### src/rtl/prog_loader_arbiter.sv
// Program-image loader for the 8-bit CPU RAM: holds the CPU at an instruction
// boundary, streams DEPTH bytes in, verifies them by readback XOR, then releases.
module prog_loader_arbiter #(
  parameter int ADDR_W = 4,
  parameter int DATA_W = 8,
  parameter int DEPTH  = 16
) (
  input  logic              clk,
  input  logic              rst,
  input  logic              prog_req,
  input  logic              cpu_boundary,
  input  logic [ADDR_W-1:0] cpu_addr,
  input  logic [DATA_W-1:0] cpu_wdata,
  input  logic              cpu_we,
  input  logic              in_valid,
  input  logic [DATA_W-1:0] in_data,
  output logic              in_ready,
  input  logic [DATA_W-1:0] ram_rdata,
  output logic [ADDR_W-1:0] ram_addr,
  output logic [DATA_W-1:0] ram_wdata,
  output logic              ram_we,
  output logic              cpu_hold,
  output logic              cpu_restart,
  output logic              prog_done,
  output logic [DATA_W-1:0] load_csum,
  output logic              verify_err
);

  typedef enum logic [2:0] {RUN, DRAIN, LOAD, VERIFY, DONE} state_t;

  localparam int               CNT_W   = ADDR_W + 1;
  localparam logic [CNT_W-1:0] DEPTH_C = CNT_W'(DEPTH);

  state_t            state;
  state_t            state_nxt;
  logic [ADDR_W-1:0] ptr;
  logic [CNT_W-1:0]  cnt;
  logic              wr_pend;
  logic [DATA_W-1:0] wr_data;
  logic              rd_valid;
  logic [DATA_W-1:0] rd_csum;
  logic              accept;
  logic              load_last;
  logic              issue;
  logic              verify_last;

  // cnt counts accepted bytes in LOAD and issued read addresses in VERIFY
  assign accept      = in_valid & in_ready;
  assign load_last   = (state == LOAD) && (cnt == DEPTH_C) && wr_pend;
  assign issue       = (state == VERIFY) && (cnt < DEPTH_C);
  assign verify_last = (state == VERIFY) && rd_valid && (cnt == DEPTH_C);

  always_ff @(posedge clk) begin
    if (rst) state <= RUN;
    else     state <= state_nxt;
  end

  always_comb begin
    state_nxt = state;
    case (state)
      RUN:    if (prog_req) state_nxt = DRAIN;
      DRAIN: begin
        if (!prog_req)         state_nxt = RUN;
        else if (cpu_boundary) state_nxt = LOAD;
      end
      LOAD:   if (load_last)   state_nxt = VERIFY;
      VERIFY: if (verify_last) state_nxt = DONE;
      DONE:   if (!prog_req)   state_nxt = RUN;
      default:                 state_nxt = RUN;
    endcase
  end

  always_comb begin
    cpu_hold  = 1'b0;
    in_ready  = 1'b0;
    ram_addr  = cpu_addr;
    ram_wdata = cpu_wdata;
    ram_we    = cpu_we;
    case (state)
      LOAD: begin
        cpu_hold  = 1'b1;
        in_ready  = (cnt < DEPTH_C);
        ram_addr  = ptr;
        ram_wdata = wr_data;
        ram_we    = wr_pend;
      end
      VERIFY, DONE: begin
        cpu_hold  = 1'b1;
        ram_addr  = ptr;
        ram_wdata = wr_data;
        ram_we    = 1'b0;
      end
      default: ;
    endcase
  end

  // Each accepted byte is written the following cycle; readback data trails its address by one
  always_ff @(posedge clk) begin
    if (rst) begin
      ptr         <= '0;
      cnt         <= '0;
      wr_pend     <= 1'b0;
      wr_data     <= '0;
      rd_valid    <= 1'b0;
      rd_csum     <= '0;
      load_csum   <= '0;
      verify_err  <= 1'b0;
      prog_done   <= 1'b0;
      cpu_restart <= 1'b0;
    end else begin
      prog_done   <= 1'b0;
      cpu_restart <= (state == DONE) && !prog_req;
      wr_pend     <= 1'b0;
      rd_valid    <= 1'b0;
      case (state)
        DRAIN: begin
          if (prog_req && cpu_boundary) begin
            ptr        <= '0;
            cnt        <= '0;
            load_csum  <= '0;
            verify_err <= 1'b0;
          end
        end
        LOAD: begin
          if (accept) begin
            wr_pend <= 1'b1;
            wr_data <= in_data;
            cnt     <= cnt + 1'b1;
          end
          if (wr_pend) begin
            ptr       <= ptr + 1'b1;
            load_csum <= load_csum ^ wr_data;
          end
          if (load_last) begin
            ptr     <= '0;
            cnt     <= '0;
            rd_csum <= '0;
          end
        end
        VERIFY: begin
          if (issue) begin
            ptr      <= ptr + 1'b1;
            cnt      <= cnt + 1'b1;
            rd_valid <= 1'b1;
          end
          if (rd_valid) rd_csum <= rd_csum ^ ram_rdata;
          if (verify_last) begin
            verify_err <= ((rd_csum ^ ram_rdata) != load_csum);
            prog_done  <= 1'b1;
          end
        end
        default: ;
      endcase
    end
  end

endmodule

### config.mk
export PLATFORM = sky130hd
export DESIGN_NAME = prog_loader_arbiter
export DESIGN_NICKNAME = d
export VERILOG_FILES = /design/src/rtl/prog_loader_arbiter.sv
export SDC_FILE = /design/constraint.sdc
export NUM_CORES = 1
export LEC_CHECK = 0
export ABC_AREA = 1
export CELL_PAD_IN_SITES_DETAIL_PLACEMENT = 1
export CELL_PAD_IN_SITES_GLOBAL_PLACEMENT = 1
export CORE_AREA = 2 2 99 72
export DETAILED_ROUTE_END_ITERATION = 10
export DIE_AREA = 0 0 101 74
export MAX_ROUTING_LAYER = met4
export PLACE_DENSITY = 0.92
export SLEW_MARGIN = 40
export SYNTH_ARGS = -nofsm -noshare
export SYNTH_HDL_FRONTEND = slang
export SYNTH_SLANG_ARGS = --single-unit
### constraint.sdc
create_clock -name clk -period 2.5 [get_ports clk]
set_clock_uncertainty 0.15 [all_clocks]
set_input_delay 0.375 -clock clk [delete_from_list [all_inputs] [get_ports clk]]
set_output_delay 0.375 -clock clk [all_outputs]
set_load 0.05 [all_outputs]
* Yosys cells after proc, flatten, opt, wreduce, memory -nomap -nowiden
Cells that the tools add are included.
W data, S select, Z words.
** Word-level totals
- Flip-flop bits (word level) :: 41
- Input port bits :: 34
- Logic and storage cells :: 94
- Output and inout port bits :: 26
** Cells by class
- Reduce and logical (&&, ||, !) cells :: 24
- Bitwise logic cells :: 5
- Equal/unequal tests :: 17
- Multiplexer cells :: 34
- $lt $le $gt $ge :: 1
- $add $sub $neg :: 2
** Operators by type and width (number)
- $mux W8 :: 5
- $pmux W8 S2 :: 2
- $mux W4 :: 5
- $mux W5 :: 4
- $mux W3 :: 6
- $ne A2 B2 Y1 const B :: 8
- $xor A8 B8 Y8 :: 2
- $pmux W3 S5 :: 1
- $pmux W5 S3 :: 1
- $pmux W4 S3 :: 1
- $ne A3 B3 Y1 const B :: 3
- $reduce_and A3 Y1 :: 3
- $ne A8 B8 Y1 :: 1
- $reduce_and A4 Y1 :: 2
- $logic_and A1 B1 Y1 :: 7
- $mux W1 :: 7
- $eq A3 B2 Y1 const B :: 2
- $reduce_bool A2 Y1 :: 3
- $reduce_or A2 Y1 :: 3
- $add A5 B1 Y5 const B :: 1
- $eq A5 B5 Y1 const B :: 1
- $lt A5 B5 Y1 const B :: 1
- $reduce_and A5 Y1 :: 1
- $add A4 B1 Y4 const B :: 1
- other kinds (10) :: 12

* Longest topological paths before layout
Gate-level depths: netlist (run 1).
- Word-level depth :: 6
- Gate-level depth with buffers :: 11
- Depth with buffers taken out :: 11

* Worst setup path before layout (run 1)
Ideal clock, no wire load.
- Kind :: flip-flop to output port
- From :: reg state[2]
- To :: out ram_addr[0]
- Stages on the path, launching flop included :: 6
- Arrival time :: 1.921 ns
- Path buffers :: 1
- Data required time :: 1.975 ns
- Slack :: 0.054 ns
- Path through :: dfxtp_1 > inv_4 > nand2_2 > nand2_1 > buf_2 > a21oi_1
** On the way
- Word-level cells in the longest chain between the ends :: 3
- Elaborated cells between the ends (all ways) :: 5
- Those cells by class :: eq/ne (3); mux (1); reduce/logical (1)
** RTL lines
- from (decl) :: line 34 : state_t state;
- from (signal assigned) :: line 55 : else state <= state_nxt;
- $eq A3 B2 Y1 or $eq A3 B3 Y1 (tied branches) :: line 79 : case (state)
- $reduce_or A3 Y1 (no line) *
- $mux W4 * :: line 79
- to (decl) :: line 19 : output logic [ADDR_W-1:0] ram_addr,
Every way passes the cells marked *; elsewhere a longest branch is shown, timed or not.

* Worst setup path after layout (run 1)
Ends and elaborated chain as after synthesis.

==> flow_metrics.tcl, run 1 <==
set metrics [dict create \
    synthDistinctLibCells 33 \
    vias 2523 \
    cp_num_cells 6 \
    r2r_cells 8 \
    clkPwrFrac_pct 18.6 \
    crit_top_cell "buf_12" \
    worstSetupEndpointType "output pin" \
    start_util_pct 36.04 \
    path_delay_family "flip-flops" \
    clock_sinks 41 \
    outcome "complete, no violations" \
    dp_hpwl_um 5755 \
    cpPeakStageDelay_ns 0.54 \
    diodes 0 \
    clk_pin_slew_ns 0.08 \
    placed_cells 485 \
    gp_congestion 0.9117 \
    cts_buffers 5 \
    worstHoldPathCells 2 \
    routedWlPerCell_um 15.41 \
    cts_max_level 2 \
    relSlewSlack_pct 50.73 \
    die_area_mm2 0.007474 \
    worst_pin_slew_ns 0.7389 \
    drc 0 \
    holdWs_ns 0.3402 \
    post_dp_cell_area_mm2 0.003138 \
    cp.arrival_ns 1.87 \
    p_leak_nw 1.333 \
    grt_max_degree 18 \
    swShare_pct 44.02 \
    intPower_mw 1.739 \
    dominantRegCellSynth "dfxtp_1" \
    crit_required_ns 1.98 \
    ant_nets 0 \
    p_sw_mw 1.368 \
    fmax_ghz 0.4174 \
    powerDensity_mw_per_mm2 945.6 \
    path_cells "inv_4, nand2_2, nand2_4, buf_12, a21oi_1, buf_12" \
    viasPerCell 5.097 \
    maxCapViolations 0 \
    peakVddDrop_uv 632.2 \
    finalMaxSlewViolations 0 \
    first_pass_iters 4 \
    period_needed_ns 2.396 \
    synth_cells 350 \
    fin_nets 450 \
    fin_area_mm2 0.003286 \
    max-clock-path-buffers 2 \
    antenna_found_initial 0 \
    drt_wl_total_um 7628 \
    overflow 0 \
    finalNonFillerCells 495 \
    first_global_vias 2621 \
    holdBufCountCts 0 \
    core-area_mm2 0.006569 \
    root_buffer "clkbuf_8" \
    critPathLaunchType "register" \
    die_width_um 101 \
    ys_ff_latch 41 \
    die_y_um 74 \
    yosysSeqAreaShare_pct 34.67 \
    areaGrowthSynthToFinish_pct 38.79 \
    grt_pass1_wl_um 12300 \
    slowest_stage "dfxtp_1" \
    cts_tree "done" \
    num_rows 25 \
    async_flop_share_pct 0 \
    setup_viol 0 \
    synth_area_mm2 0.002367 \
    combPwrFrac_pct 55.1 \
    period_share_pct 95.82 \
    setup_ws_ns 0.1044 \
    clk_latency_ns 0.30 \
    track_usage_pct 21.76 \
    synth_nets 387 \
    avgSynthCellArea_um2 6.764 \
    finalHoldViolations 0 \
    power_mw 3.107 \
    cp_max_fo 17 \
    p_seq_share_pct 26.2 \
    path_buf_inv 3 \
    worstSetupPathType "reg2out" \
    hp-class "reg2reg" \
    yosys_warnings 0 \
    post-place-ws_ns 0.1409 \
    port_buffers 59 \
    ios 60 \
    first_iter_violations 56 \
    synth_edf_count 0 \
    drive_gt1_share_pct 15.46 \
]
## per-stage QoR
step                      utilization (%)   TNS (ns)
final                               50.02          0
after global routing                50.02  -0.001880
after CTS                           49.66          0
after detailed placement            47.77          0
after global placement              47.77          0
after floorplan                         -          0
## cell usage in the layout (no fill, tap or decap), types with 3 or more instances in the layout
| master | instances |
|---|---|
| nand2_1 | 79 |
| inv_1 | 45 |
| clkdlybuf4s50_1 | 44 |
| dfxtp_1 | 40 |
| a21oi_1 | 39 |
| nand3_1 | 32 |
| nor2_1 | 31 |
| o21ai_0 | 16 |
| buf_12 | 13 |
| nand2_2 | 8 |
| buf_4 | 8 |
| nor3_1 | 6 |
| clkbuf_8 | 6 |
| nor2_4 | 5 |
| nand4_1 | 4 |
| o21a_1 | 4 |
| a21oi_2 | 3 |
| o21ai_1 | 3 |
| nand3_2 | 3 |
| ha_1 | 3 |
## flip-flops by register name, summed over array words and instances, names as in the netlist
register     flops
cnt              5
verify_err       1
ptr              4
load_csum        8
wr_data          8
prog_done        1
wr_pend          1
rd_valid         1
cpu_restart      1
state            3
rd_csum          8
## layout make-up
class                      count  area, um2
fill                         849       3283
inverter                      49      188.9
multi-input combinational    251       1292
timing repair buffer          65      760.7
clock inverter                 2      37.54
clock buffer                   6      82.58
sequential                    41      822.0
tap                           81      101.3
## final timing paths
path	from	end	slack [ns]
setup / recovery	state[2]	ram_addr[0]	0.10
hold / removal	verify_err	verify_err	0.34
setup reg to reg	cnt[0]	rd_csum[2]	0.30
hold reg to reg	verify_err	verify_err	0.34
## routing by layer
layer | vias to the layer above | wire length (um) | global-route usage [%]
met5 | - | 0 | -
met4 | 0 | 145 | 6.607
met3 | 12 | 327 | 3.759
met2 | 59 | 3633 | 36.52
met1 | 1198 | 3521 | 27.12
li1 | 1254 | - | -
## cells by family after synthesis
family                   synth area share (%)
multiplexers                           0.4757
AND/OR/NAND/NOR                         35.89
AO/OA/AOI/OAI                           16.17
adder cells (fa/ha/maj)                 1.586
buffers and inverters                   11.20
flip-flops                              34.67
## power by group through the flow
stage          Combinational [mW]  Clock [mW]  Sequential (mW)
6_report                     1.71       0.579            0.815
5_1_grt                      1.83       0.618            0.827
4_1_cts                      1.69       0.589            0.813
3_5_place_dp                 1.67           0            0.826
3_3_place_gp                 1.63           0            0.818
2_1_floorplan                1.02           0            0.793
## Yosys cell counts, types with 3 or more instances
| library cell | count | area (um2) |
|---|---|---|
| a21oi_1 | 40 | 200.2 |
| buf_2 | 3 | 15.01 |
| buf_6 | 3 | 33.78 |
| dfxtp_1 | 41 | 820.8 |
| ha_1 | 3 | 37.54 |
| inv_1 | 45 | 168.9 |
| nand2_1 | 80 | 300.3 |
| nand2_2 | 8 | 50.05 |
| nand3_1 | 32 | 160.2 |
| nand3_2 | 3 | 30.03 |
| nand4_1 | 4 | 25.02 |
| nor2_1 | 31 | 116.4 |
| nor2_4 | 5 | 56.30 |
| nor3_1 | 6 | 30.03 |
| o21a_1 | 4 | 30.03 |
| o21ai_0 | 16 | 80.08 |
| o21ai_1 | 3 | 15.01 |
## repair_timing
action	CTS	global route
buffers inserted	0	2
resized for setup	2	2
setup endpoints to repair	12	8
gates cloned	0	0
## tightest hold or removal path, delay by kind of cell (launching register included)
family / cells / cell delay, ns
flops: 1 / 0.32
simple gates: 2 / 0.13
Note: power is estimated with default switching activity, not from simulation.
==> run 2: changes to the inputs <==
==> constraint.sdc (replaced) <==
create_clock -name clk -period 3 [get_ports clk]
set_clock_uncertainty 0.15 [all_clocks]
set_input_delay 0.45 -clock clk [delete_from_list [all_inputs] [get_ports clk]]
set_output_delay 0.45 -clock clk [all_outputs]
set_load 0.05 [all_outputs]
==> run 2 against run 1 <==
  * Die area unchanged
  * Combinational power down 20%
  * Clock power decreased by 7.3%
  * Non-clock buffer count fell by 3
  * Cell count decreased by 0.61%
  * Register-to-register slack better by 0.54 ns
  * Global-route usage shrank 0.33 points
  * Largest power group unchanged
  * Hold slack better by 0.00077 ns
  * Sequential power down 17%
  * Highest routed layer unchanged
==> flow_metrics.tcl, run 2 (synthesis results as in run 1) <==
set metrics [dict create \
    outcome "complete, no violations" \
    slowest_stage "clkdlybuf4s50_1" \
    diodes 0 \
    relSlewSlack_pct 48.60 \
    placed_cells 484 \
    p_leak_nw 1.318 \
    cp_max_fo 8 \
    rsz0062_at_grt "false" \
    drt_wl_total_um 7503 \
    cts_buffers 5 \
    max-clock-path-buffers 2 \
    dp_hpwl_um 5884 \
    finalNonFillerCells 492 \
    cts_tree "done" \
    finalMaxSlewViolations 0 \
    period_needed_ns 2.813 \
    drive_gt1_share_pct 13.87 \
    core-area_mm2 0.006569 \
    gp_congestion 0.8326 \
    combPwrFrac_pct 53.0 \
    first_pass_iters 4 \
    first_iter_violations 67 \
    worstSetupEndpointType "output pin" \
    swShare_pct 43.39 \
    die_width_um 101 \
    grt_max_degree 19 \
    p_sw_mw 1.120 \
    hp-class "reg2reg" \
    cp.arrival_ns 2.21 \
    path_cells "nor2_1, nand2_1, nand3_1, nand2_1, clkdlybuf4s50_1" \
    overflow 0 \
    fin_nets 447 \
    clock_sinks 41 \
    clk_latency_ns 0.30 \
    grt_pass1_wl_um 12070 \
    first_global_vias 2671 \
    die_area_mm2 0.007474 \
    fmax_ghz 0.3556 \
    drc 0 \
    die_y_um 74 \
    final_cell_mix "nand2_1 (79), clkdlybuf4s50_1 (46), inv_1 (45)" \
    port_buffers 59 \
    clk_pin_slew_ns 0.09 \
    ios 60 \
    worst_pin_slew_ns 0.7709 \
    peakVddDrop_uv 540.9 \
    crit_required_ns 2.40 \
    antenna_found_initial 0 \
    powerDensity_mw_per_mm2 795.1 \
    path_buf_inv 1 \
    areaGrowthSynthToFinish_pct 37.16 \
    finalHoldViolations 0 \
    setup_viol 0 \
    final_common_cell "nand2_1" \
    path_delay_family "buffers and inverters" \
    worstSetupPathType "reg2out" \
    viasPerCell 5.128 \
    largest_registers "load_csum x8, rd_csum x8, wr_data x8" \
    maxCapViolations 0 \
    clkPwrFrac_pct 20.8 \
    critPathLaunchType "register" \
    root_buffer "clkbuf_8" \
    post-cts-setup-buffers 0 \
    num_rows 25 \
    routedWlPerCell_um 15.25 \
    track_usage_pct 21.43 \
    p_seq_share_pct 26.2 \
    intPower_mw 1.461 \
    crit_top_cell "nand2_1" \
    start_util_pct 36.04 \
    tns_ns 0 \
    ant_nets 0 \
    vias 2523 \
    cts_max_level 2 \
    period_share_pct 93.75 \
    cpPeakStageDelay_ns 0.81 \
]
## run 2: layer usage
layer  vias to the layer above  share of wire (%)  track usage [%]  wire length (um)
met5                         -                  0                -                 0
met4                         0                1.6            7.958               122
met3                        14                4.3            4.229               326
met2                        59                 49            36.44              3692
met1                      1200                 45            25.48              3362
li1                       1250                  -                -                 -
## run 2: worst paths after layout
check	start	depth (start not counted)	slack, ns	endpoint
setup / recovery	state[1]	5	0.19	ram_we
setup reg to reg	cnt[0]	8	0.84	rd_csum[0]
hold reg to reg	verify_err	2	0.34	verify_err
hold / removal	verify_err	2	0.34	verify_err
## run 2: layout make-up
cell class / count / area (um2)
timing repair buffer: 62 / 718.2
clock inverter: 3 / 65.06
clock buffer: 5 / 68.82
tap: 81 / 101.3
inverter: 49 / 188.9
fill: 868 / 3322
sequential: 41 / 820.8
multi-input combinational: 251 / 1284
## run 2: metrics by stage
| stage | hold slack [ns] | instance area [um2] | setup WS, ns | total power [mW] | util, % |
|---|---|---|---|---|---|
| after detailed placement | 0.3371 | 3110 | 0.4275 | 2.047 | 47.35 |
| after global placement | 0.3236 | 3110 | 0.5427 | 2.001 | 47.35 |
| after global routing | 0.3751 | 3247 | 0.09115 | 2.708 | 49.43 |
| after floorplan | 0.2943 | 2367 | 0.4792 | 1.514 | - |
| after CTS | 0.3474 | 3244 | 0.08002 | 2.593 | 49.39 |
| final | 0.3410 | 3247 | 0.1875 | 2.582 | 49.43 |
## run 2: power by group through the flow
stage                     Clock, mW  Combinational (mW)  Sequential [mW]
after floorplan                   0               0.853            0.661
after global placement            0                1.32            0.681
after detailed placement          0                1.36            0.686
after CTS                     0.549                1.37            0.676
after global routing          0.566                1.46            0.684
final                         0.537                1.37            0.677
## run 2: worst register-to-register path, cell delays in order, from the launching register on
cell     delay, ns
dfxtp_1       0.37
inv_1         0.11
ha_1          0.16
nand2_1       0.05
inv_1         0.08
nand3_1       0.14
o21ai_2       0.64
o21ai_0       0.22
a21oi_1       0.16
## run 2: what timing repair did
action                     in CTS  in global routing
hold buffers                    0                  0
setup endpoints to repair       0                  5
gates resized for setup         0                  1
==> run 3: changes to the inputs <==
--- a/config.mk
+++ b/config.mk
@@ -13,6 +13,7 @@
 export DIE_AREA = 0 0 101 74
 export MAX_ROUTING_LAYER = met4
 export PLACE_DENSITY = 0.92
+export SKIP_CTS_REPAIR_TIMING = 1
 export SLEW_MARGIN = 40
 export SYNTH_ARGS = -nofsm -noshare
 export SYNTH_HDL_FRONTEND = slang
==> results of run 3 <==
Final layout, timing and power as in run 2 (identical DEF).
